File: src/rtl/icache_axi_rd_bridge.sv
// icache_axi_rd_bridge
//   Read-only adapter from the iCache word-refill port to AXI4 AR/R.
//   Each accepted request becomes one single-beat INCR read. Up to
//   MAX_OUTSTANDING reads may be in flight. Data returns in order, one
//   registered word per R beat.
//
// Ports
//   clk, reset                  : clock, async active-high reset
//   mem_req / mem_read_addr     : iCache word read request
//   mem_addr_ok                 : request accepted this cycle (combinational)
//   mem_data_ok / mem_read_data : returned word, one-cycle pulse
//   arid..arburst, arvalid/arready : AXI AR channel
//   rid, rdata, rresp, rlast, rvalid / rready : AXI R channel
//   bus_err                     : sticky error (bad rresp, bad rid, unsolicited beat)
module icache_axi_rd_bridge #(
  parameter int unsigned MAX_OUTSTANDING = 4,
  parameter logic [3:0]  ARID_VALUE      = 4'd0
) (
  input  logic        clk,
  input  logic        reset,
  input  logic        mem_req,
  input  logic [31:0] mem_read_addr,
  output logic        mem_addr_ok,
  output logic        mem_data_ok,
  output logic [31:0] mem_read_data,
  output logic [3:0]  arid,
  output logic [31:0] araddr,
  output logic [7:0]  arlen,
  output logic [2:0]  arsize,
  output logic [1:0]  arburst,
  output logic        arvalid,
  input  logic        arready,
  input  logic [3:0]  rid,
  input  logic [31:0] rdata,
  input  logic [1:0]  rresp,
  input  logic        rlast,
  input  logic        rvalid,
  output logic        rready,
  output logic        bus_err
);

  localparam int unsigned   CW    = $clog2(MAX_OUTSTANDING + 1);
  localparam logic [CW-1:0] MAX_C = CW'(MAX_OUTSTANDING);

  typedef enum logic {AR_IDLE, AR_PEND} ar_state_e;

  ar_state_e     state_q, state_d;
  logic [31:0]   araddr_q, araddr_d;
  logic [CW-1:0] cnt_q, cnt_d;
  logic [31:0]   rdata_q, rdata_d;
  logic          dok_q, dok_d;
  logic          err_q, err_d;

  logic accept, r_hs, r_ok, dec;

  // Constant AR payload: single 32-bit beat, fixed ID
  assign arid    = ARID_VALUE;
  assign arlen   = 8'd0;
  assign arsize  = 3'b010;
  assign arburst = 2'b01;
  assign rready  = 1'b1;

  assign arvalid       = (state_q == AR_PEND);
  assign araddr        = araddr_q;
  assign mem_data_ok   = dok_q;
  assign mem_read_data = rdata_q;
  assign bus_err       = err_q;

  // Accept uses the registered count only, so a same-cycle R beat does not
  // free a slot until the next cycle (keeps rvalid off every output path).
  assign accept      = mem_req && (!arvalid || arready) && (cnt_q < MAX_C);
  assign mem_addr_ok = accept;

  assign r_hs = rvalid;              // rready is always 1
  assign r_ok = r_hs && (cnt_q != '0);
  assign dec  = r_ok && rlast;

  always_comb begin
    state_d  = state_q;
    araddr_d = araddr_q;
    unique case (state_q)
      AR_IDLE: if (accept) begin
        state_d  = AR_PEND;
        araddr_d = mem_read_addr;
      end
      AR_PEND: if (arready) begin
        // Reload on the handshake cycle for back-to-back issue
        if (accept) araddr_d = mem_read_addr;
        else        state_d  = AR_IDLE;
      end
      default: state_d = AR_IDLE;
    endcase
  end

  always_comb begin
    cnt_d = cnt_q;
    case ({accept, dec})
      2'b10:   cnt_d = cnt_q + CW'(1);
      2'b01:   cnt_d = cnt_q - CW'(1);
      default: cnt_d = cnt_q;
    endcase
  end

  // Beats with nothing outstanding are dropped but flagged
  always_comb begin
    dok_d   = r_ok;
    rdata_d = r_ok ? rdata : rdata_q;
    err_d   = err_q
            | (r_hs && (cnt_q == '0))
            | (r_ok && (rresp != 2'b00))
            | (r_ok && (rid != ARID_VALUE));
  end

  always_ff @(posedge clk or posedge reset) begin
    if (reset) begin
      state_q  <= AR_IDLE;
      araddr_q <= '0;
      cnt_q    <= '0;
      rdata_q  <= '0;
      dok_q    <= 1'b0;
      err_q    <= 1'b0;
    end else begin
      state_q  <= state_d;
      araddr_q <= araddr_d;
      cnt_q    <= cnt_d;
      rdata_q  <= rdata_d;
      dok_q    <= dok_d;
      err_q    <= err_d;
    end
  end

endmodule

File: config.mk
export PLATFORM = sky130hd
export DESIGN_NAME = icache_axi_rd_bridge
export DESIGN_NICKNAME = d
export VERILOG_FILES = /design/src/rtl/icache_axi_rd_bridge.sv
export SDC_FILE = /design/constraint.sdc
export NUM_CORES = 1
export LEC_CHECK = 0
export ABC_CLOCK_PERIOD_IN_PS = 3700
export CORE_MARGIN = 4
export CORE_UTILIZATION = 40
export CTS_BUF_LIST = sky130_fd_sc_hd__clkbuf_2
export DETAILED_ROUTE_END_ITERATION = 10
export PLACE_DENSITY = 0.8
export RECOVER_POWER = 100
export SLEW_MARGIN = 30
export SYNTH_ARGS = -nofsm -noshare
export SYNTH_HDL_FRONTEND = slang
export SYNTH_SLANG_ARGS = --single-unit
File: constraint.sdc
create_clock -name clk -period 3.7 [get_ports clk]
set_clock_uncertainty 0.15 [all_clocks]
set_input_delay 0.37 -clock clk [delete_from_list [all_inputs] [get_ports clk]]
set_output_delay 0.37 -clock clk [all_outputs]
set_load 0.02 [all_outputs]
==> results of run 1 <==
logic make-up after synthesis:
family                   count (synthesis)  synth area share [%]
AO/OA/AOI/OAI                            5                  1.96
XOR/XNOR                                 3                 0.914
adder cells (fa/ha/maj)                  2                  1.13
buffers and inverters                   32                  8.10
flip-flops                              70                  60.9
multiplexers                            64                  25.1
other                                    2                 0.261
AND/OR/NAND/NOR                          7                  1.61
worst max-delay path by stage:
stage | from | end | slack (ns) | depth (start not counted)
detailed placement | arready | cnt_q[1]$_DFFE_PP0P_ | 1.18 | 8
global route | cnt_q[1]$_DFFE_PP0P_ | mem_read_data[20]$_DFFE_PP0P_ | 0.69 | 3
finish | cnt_q[1]$_DFFE_PP0P_ | mem_read_data[19]$_DFFE_PP0P_ | 0.90 | 3
CTS | cnt_q[2]$_DFFE_PP0P_ | mem_addr_ok | 0.95 | 3
floorplan | reset | araddr[0]$_DFFE_PP0P_ | 1.41 | 1
global placement | mem_req | mem_addr_ok | 1.22 | 4
sequential cells by signal, indices dropped and copies added, names as in the netlist:
register       flops
bus_err            1
araddr            32
mem_data_ok        1
arvalid            1
cnt_q              3
mem_read_data     32
final cells by class:
type	instances	area share, %
Multi-Input combinational cell	99	21.3
Sequential cell	70	40.2
Inverter	8	0.689
Clock buffer	12	1.38
Timing Repair Buffer	146	33.1
Tap cell	96	2.76
Clock inverter	4	0.546
where the power goes:
| part | leakage [nW] | total, mW | internal [mW] | switching (mW) |
|---|---|---|---|---|
| Sequential | 0.819 | 1.25 | 1.09 | 0.163 |
| Clock | 0.0657 | 0.346 | 0.0953 | 0.251 |
| Combinational | 0.972 | 1.58 | 0.802 | 0.774 |
| Total | 1.86 | 3.17 | 1.99 | 1.19 |
cell usage in the layout, fill, tap and decap left out, types with 2 or more instances in the layout:
cell / n
sky130_fd_sc_hd__clkdlybuf4s50_1: 73
sky130_fd_sc_hd__dfrtp_1: 70
sky130_fd_sc_hd__dlygate4sd3_1: 70
sky130_fd_sc_hd__mux2_2: 61
sky130_fd_sc_hd__conb_1: 18
sky130_fd_sc_hd__clkbuf_2: 13
sky130_fd_sc_hd__inv_1: 6
sky130_fd_sc_hd__mux2_1: 3
sky130_fd_sc_hd__clkinv_2: 3
sky130_fd_sc_hd__nand2b_1: 2
sky130_fd_sc_hd__o21ai_0: 2
sky130_fd_sc_hd__xor2_1: 2
sky130_fd_sc_hd__clkbuf_1: 2
through the flow:
stage,area (µm²),cells,power (mW)
detailed placement,4310,419,3.03
global placement,4310,419,2.97
CTS,4390,435,3.38
global route,4360,435,3.38
floorplan,2930,201,2.21
finish,4360,435,3.17
worst max-delay path, cell delays in order (launching register included):
cell                       delay, ns
sky130_fd_sc_hd__dfrtp_1        0.46
sky130_fd_sc_hd__o31ai_1        0.39
sky130_fd_sc_hd__clkbuf_1       1.25
sky130_fd_sc_hd__mux2_2         0.44
metal layers:
metal / vias up / routed length (µm) / track usage, % / share of wire (%)
met5: - / 0 / 0 / 0
met4: 0 / 100 / 6.59 / 1.6
met3: 12 / 569 / 5.12 / 8.9
met2: 95 / 3290 / 26.8 / 51
met1: 917 / 2450 / 17.0 / 38
li1: 894 / - / - / -
==> insert_results.sql, run 1 <==
INSERT INTO impl_metrics (metric_group, metric, value, unit) VALUES
('run_status', 'status', 'finished with violations', ''),
('run_status', 'failed_checks', 'capacitance limit, slew limit', ''),
('timing', 'final.period_utilization', '75.7', '%'),
('layout', 'final_core_utilization', '63.4', '%'),
('synth', 'synth-main-ff-cell', 'sky130_fd_sc_hd__dfrtp_1', ''),
('floorplan', 'pin_count', '162', ''),
('synth', 'synth_enable_flop_cells', '0', ''),
('timing', 'worst_margin_slew', '1.68', 'ns'),
('synth', 'synthArstFlopShare', '100', '%'),
('route', 'antenna_violating_nets_post_route', '0', ''),
('synth', 'syn_inst', '185', ''),
('placement', 'routabilityCongestion', '0.665', ''),
('floorplan', 'die_w', '92.8', 'µm'),
('worst_hold_path', 'number_of_cells_on_the_worst_hold_path', '2', ''),
('layout', 'insertedDiodeCount', '0', ''),
('clock_tree', 'hold_buffers', '0', ''),
('worst_setup_path', 'worst_r2r_path_depth', '3', ''),
('route', 'post_detailed_route_drc_marker_count', '0', ''),
('route', 'dr.first_iter.drc_count', '24', ''),
('floorplan', 'design.core.area', '6870', 'µm²'),
('floorplan', 'dieArea', '8610', 'µm²'),
('route', 'vias_per_cell', '4.41', ''),
('synth', 'yosys.cell_types.count', '23', ''),
('worst_setup_path', 'critPathCaptureType', 'flop', ''),
('clock_tree', 'clk_transition_reported_paths', '0.18', 'ns'),
('clock_tree', 'insertion_delay', '0.46', 'ns'),
('pwr', 'p_per_area', '728', 'nW/µm²'),
('clock_tree', 'cts_setup_buffers', '0', ''),
('timing', 'setup_ws', '0.897', 'ns'),
('floorplan', 'initial_utilization', '41.8', '%'),
('placement', 'hpwl', '4960', 'µm'),
('layout', 'drive_above_1_share', '23.6', '%'),
('clock_tree', 'cts.sink_count', '70', ''),
('timing', 'finalSetupViolCount', '0', ''),
('worst_setup_path', 'reg2reg_from', 'cnt_q[1]$_DFFE_PP0P_', ''),
('timing', 'timing.slew.headroom', '-11.9', '%'),
('global_routing', 'first_global_vias', '2113', ''),
('global_routing', 'number_of_antenna_violations_at_the_first_check_in_global_routing', '0', ''),
('clock_tree', 'tritoncts_clock_tree', 'yes', ''),
('layout', 'area_growth', '51.6', '%'),
('synth', 'post-synth-top-count-cell', 'sky130_fd_sc_hd__dfrtp_1', ''),
('route', 'drt_pre_antenna_iters', '4', ''),
('placement', 'post-place-ws', '1.18', 'ns'),
('timing', 'rsz0062_at_grt', 'false', ''),
('worst_setup_path', 'critical_path.reg2reg.endpoint', 'mem_read_data[19]$_DFFE_PP0P_', ''),
('floorplan', 'num_rows', '30', ''),
('worst_setup_path', 'worstSetupPathType', 'flop to flop', ''),
('flow_run', 'drv.max_cap_violation_count', '2', ''),
('clock_tree', 'clock_path_buffers', '2', ''),
('synth', 'synthDominantCellAreaShare', '60.9', '%'),
('worst_hold_path', 'worstHoldStart', 'arready', ''),
('worst_setup_path', 'r2r_setup_slack', '0.90', 'ns'),
('route', 'vias_after_detailed_routing', '1918', ''),
('pwr', 'vdd_ir_drop_max', '0.000401', 'V'),
('layout', 'fillCellCount', '546', ''),
('global_routing', 'grt_use_total', '15.3', '%'),
('placement', 'numPortBuffers', '143', ''),
('clock_tree', 'cts_resized', '0', ''),
('clock_tree', 'cts_htree_levels', '3', ''),
('timing', 'finalSetupTns', '0', 'ns'),
('clock_tree', 'clock_buffers_created_by_tritoncts', '9', ''),
('synth', 'post_synth_instance_area', '2870', 'µm²'),
('layout', 'total_area_of_multi_input_combinational_cells', '928', 'µm²'),
('synth', 'synthTopCellsByCount', 'sky130_fd_sc_hd__dfrtp_1, sky130_fd_sc_hd__mux2_2, sky130_fd_sc_hd__buf_4', ''),
('route', 'wire_per_inst', '14.7', 'µm'),
('synth', 'yosysSeqAreaShare', '60.9', '%'),
('timing', 'hold_ws', '0.326', 'ns'),
('worst_setup_path', 'critical_path_arrival', '3.01', 'ns'),
('worst_hold_path', 'hold_end', 'arvalid$_DFF_PP0_', ''),
('timing', 'timing_hold_violations_final', '0', ''),
('timing', 'final-max-slew-violation-count', '104', '');
(Power assumes the default switching activity.)
==> inputs of run 2 (changes only) <==
- ABC_CLOCK_PERIOD_IN_PS: 3700 -> 2300
- CORE_UTILIZATION: 40 -> 36
- PLACE_DENSITY: 0.8 -> 0.76
- clock period: 3.7 -> 2.3 ns (I/O delays scaled with it)
==> run 2 against run 1 <==
Net effect:
- the flow now finishes without violations
- sequential power rose by 61%
- fmax increased by 34%
- largest cell class unchanged
- count of clock-buffer cells in the layout shrank 1
==> insert_results.sql, run 2 (synthesis gave the netlist of run 1 again) <==
INSERT INTO impl_metrics (metric_group, metric, value, unit) VALUES
('run_status', 'status', 'completed', ''),
('placement', 'routabilityCongestion', '0.731', ''),
('floorplan', 'pin_count', '162', ''),
('clock_tree', 'cts.sink_count', '70', ''),
('timing', 'rsz0062_at_grt', 'false', ''),
('route', 'post_detailed_route_drc_marker_count', '0', ''),
('floorplan', 'die_h', '97.4', 'µm'),
('layout', 'drive_above_1_share', '23.5', '%'),
('layout', 'area_growth', '54.9', '%'),
('worst_setup_path', 'critical_path.startpoint_type', 'flop', ''),
('timing', 'final.period_utilization', '90.6', '%'),
('global_routing', 'grt_first_pass_wirelength', '10700', 'µm'),
('route', 'wire_per_inst', '14.5', 'µm'),
('flow_run', 'drv.max_cap_violation_count', '0', ''),
('layout', 'mostFrequentLayoutCell', 'sky130_fd_sc_hd__clkdlybuf4s50_1', ''),
('pwr', 'vdd_ir_drop_max', '0.000575', 'V'),
('clock_tree', 'clk_transition_reported_paths', '0.18', 'ns'),
('placement', 'place_area', '4330', 'µm²'),
('timing', 'finalSetupViolCount', '0', ''),
('worst_setup_path', 'maximum_fanout_along_the_worst_path', '4', ''),
('pwr', 'p_per_area', '1220', 'nW/µm²'),
('clock_tree', 'clock_buffers_created_by_tritoncts', '9', ''),
('layout', 'final_area', '4450', 'µm²'),
('clock_tree', 'tritoncts_clock_tree', 'yes', ''),
('pwr', 'leakage', '1.89', 'nW'),
('floorplan', 'num_rows', '32', ''),
('global_routing', 'grt_use_total', '14.3', '%'),
('clock_tree', 'clock_path_buffers', '2', ''),
('clock_tree', 'cts-root-buf', 'sky130_fd_sc_hd__clkbuf_2', ''),
('worst_setup_path', 'worst_r2r_path_depth', '7', ''),
('clock_tree', 'insertion_delay', '0.46', 'ns'),
('worst_setup_path', 'critPathCaptureType', 'flop', ''),
('route', 'antenna_violating_nets_post_route', '0', ''),
('layout', 'insertedDiodeCount', '0', ''),
('timing', 'timing_hold_violations_final', '0', ''),
('floorplan', 'die_w', '97.4', 'µm'),
('timing', 'hold_ws', '0.174', 'ns'),
('layout', 'final_cell_mix', 'sky130_fd_sc_hd__clkdlybuf4s50_1, sky130_fd_sc_hd__dfrtp_1, sky130_fd_sc_hd__dlygate4sd3_1, sky130_fd_sc_hd__mux2_2, sky130_fd_sc_hd__conb_1', ''),
('layout', 'final_nets', '413', ''),
('floorplan', 'dieArea', '9480', 'µm²'),
('clock_tree', 'cts_setup_buffers', '0', ''),
('global_routing', 'gr-total-overflow', '0', ''),
('timing', 'worst_margin_slew', '0.946', 'ns'),
('timing', 'timing.slew.headroom', '36.9', '%'),
('global_routing', 'grt_start_max_net_pins', '71', ''),
('route', 'drt_pre_antenna_iters', '6', ''),
('placement', 'numPortBuffers', '143', ''),
('layout', 'final_core_utilization', '57.6', '%'),
('timing', 'finalSetupTns', '0', 'ns'),
('route', 'dr.first_iter.drc_count', '41', ''),
('worst_hold_path', 'number_of_cells_on_the_worst_hold_path', '3', ''),
('global_routing', 'number_of_antenna_violations_at_the_first_check_in_global_routing', '0', ''),
('floorplan', 'design.core.area', '7730', 'µm²'),
('route', 'wirelength', '6410', 'µm'),
('clock_tree', 'cts_htree_levels', '3', ''),
('worst_setup_path', 'worst_ep_required_time', '2.56', 'ns'),
('global_routing', 'first_global_vias', '2086', ''),
('timing', 'final-max-slew-violation-count', '0', ''),
('route', 'vias_after_detailed_routing', '1952', ''),
('worst_setup_path', 'worstSetupPathType', 'flop to flop', ''),
('timing', 'clock_period_minus_final_worst_setup_slack', '2.08', 'ns'),
('worst_hold_path', 'min-delay-path-class', 'input port to flop', ''),
('route', 'vias_per_cell', '4.42', ''),
('placement', 'hpwl', '4900', 'µm'),
('timing', 'timing.fmax', '480', 'MHz'),
('floorplan', 'initial_utilization', '37.2', '%'),
('worst_setup_path', 'critical_path_arrival', '2.34', 'ns');
run 2: changes by cell type in the layout (fill, tap and decap cells not counted), moves of 2 or more:
cell,change
sky130_fd_sc_hd__clkinv_1,+2
sky130_fd_sc_hd__bufinv_16,+3
sky130_fd_sc_hd__clkbuf_1,-2
sky130_fd_sc_hd__clkinv_2,-3
sky130_fd_sc_hd__clkbuf_2,-2
sky130_fd_sc_hd__clkbuf_4,+2
run 2: worst paths after layout:
kind / slack, ns / from / to
max reg2reg: 0.22 / cnt_q[1]$_DFFE_PP0P_ / cnt_q[1]$_DFFE_PP0P_
max in group asynchronous: 0.49 / reset / mem_read_data[26]$_DFFE_PP0P_
min reg2reg: 0.34 / bus_err$_DFF_PP0_ / bus_err$_DFF_PP0_
min: 0.17 / rvalid / bus_err$_DFF_PP0_
min in group asynchronous: 0.90 / reset / mem_read_data[9]$_DFFE_PP0P_
max: 0.22 / cnt_q[1]$_DFFE_PP0P_ / cnt_q[1]$_DFFE_PP0P_
run 2: power by group:
| part | leakage, nW | internal [mW] | switching (mW) |
|---|---|---|---|
| Clock | 0.0912 | 0.472 | 0.413 |
| Sequential | 0.819 | 1.75 | 0.257 |
| Combinational | 0.984 | 1.28 | 1.24 |
| Total | 1.89 | 3.51 | 1.91 |
run 2: routing by layer:
layer	global-route usage, %	part of all wire (%)	wire length (µm)	vias to the layer above
met2	23.1	50	3210	97
met3	5.31	9.2	592	12
met5	0	0	0	-
met4	6.39	1.7	112	0
li1	-	-	-	895
met1	17.0	39	2490	948
run 2: critical path, stage by stage, from the launching register on:
cell and delay [ns]:
sky130_fd_sc_hd__dfrtp_1 0.46, sky130_fd_sc_hd__o31ai_1 0.38, sky130_fd_sc_hd__inv_2 0.06, sky130_fd_sc_hd__and2_0 0.16, sky130_fd_sc_hd__ha_1 0.20, sky130_fd_sc_hd__inv_1 0.08
sky130_fd_sc_hd__fa_1 0.40, sky130_fd_sc_hd__o21ai_0 0.15
run 2: cell type report:
| type | instances | area, µm² |
|---|---|---|
| Sequential cell | 70 | 1750 |
| Multi-Input combinational cell | 99 | 928 |
| Clock buffer | 11 | 55.1 |
| Tap cell | 102 | 128 |
| Inverter | 8 | 30.0 |
| Timing Repair Buffer | 147 | 1460 |
| Fill cell | 663 | 3280 |
| Clock inverter | 5 | 97.6 |
run 2: metrics by stage:
step,power (mW),std cells,worst slack (ns)
2_1_floorplan,3.56,201,0.121
3_3_place_gp,4.79,425,0.0772
3_5_place_dp,4.87,425,0.0513
4_1_cts,5.76,442,0.200
5_1_grt,5.77,442,0.0922
6_report,5.42,442,0.215
run 2: timing repair:
action | CTS | global route
hold buffers | 1 | 0
resized for setup | 1 | 0
endpoints found under the setup margin | 1 | 0
endpoints found under the hold margin | 70 | 0
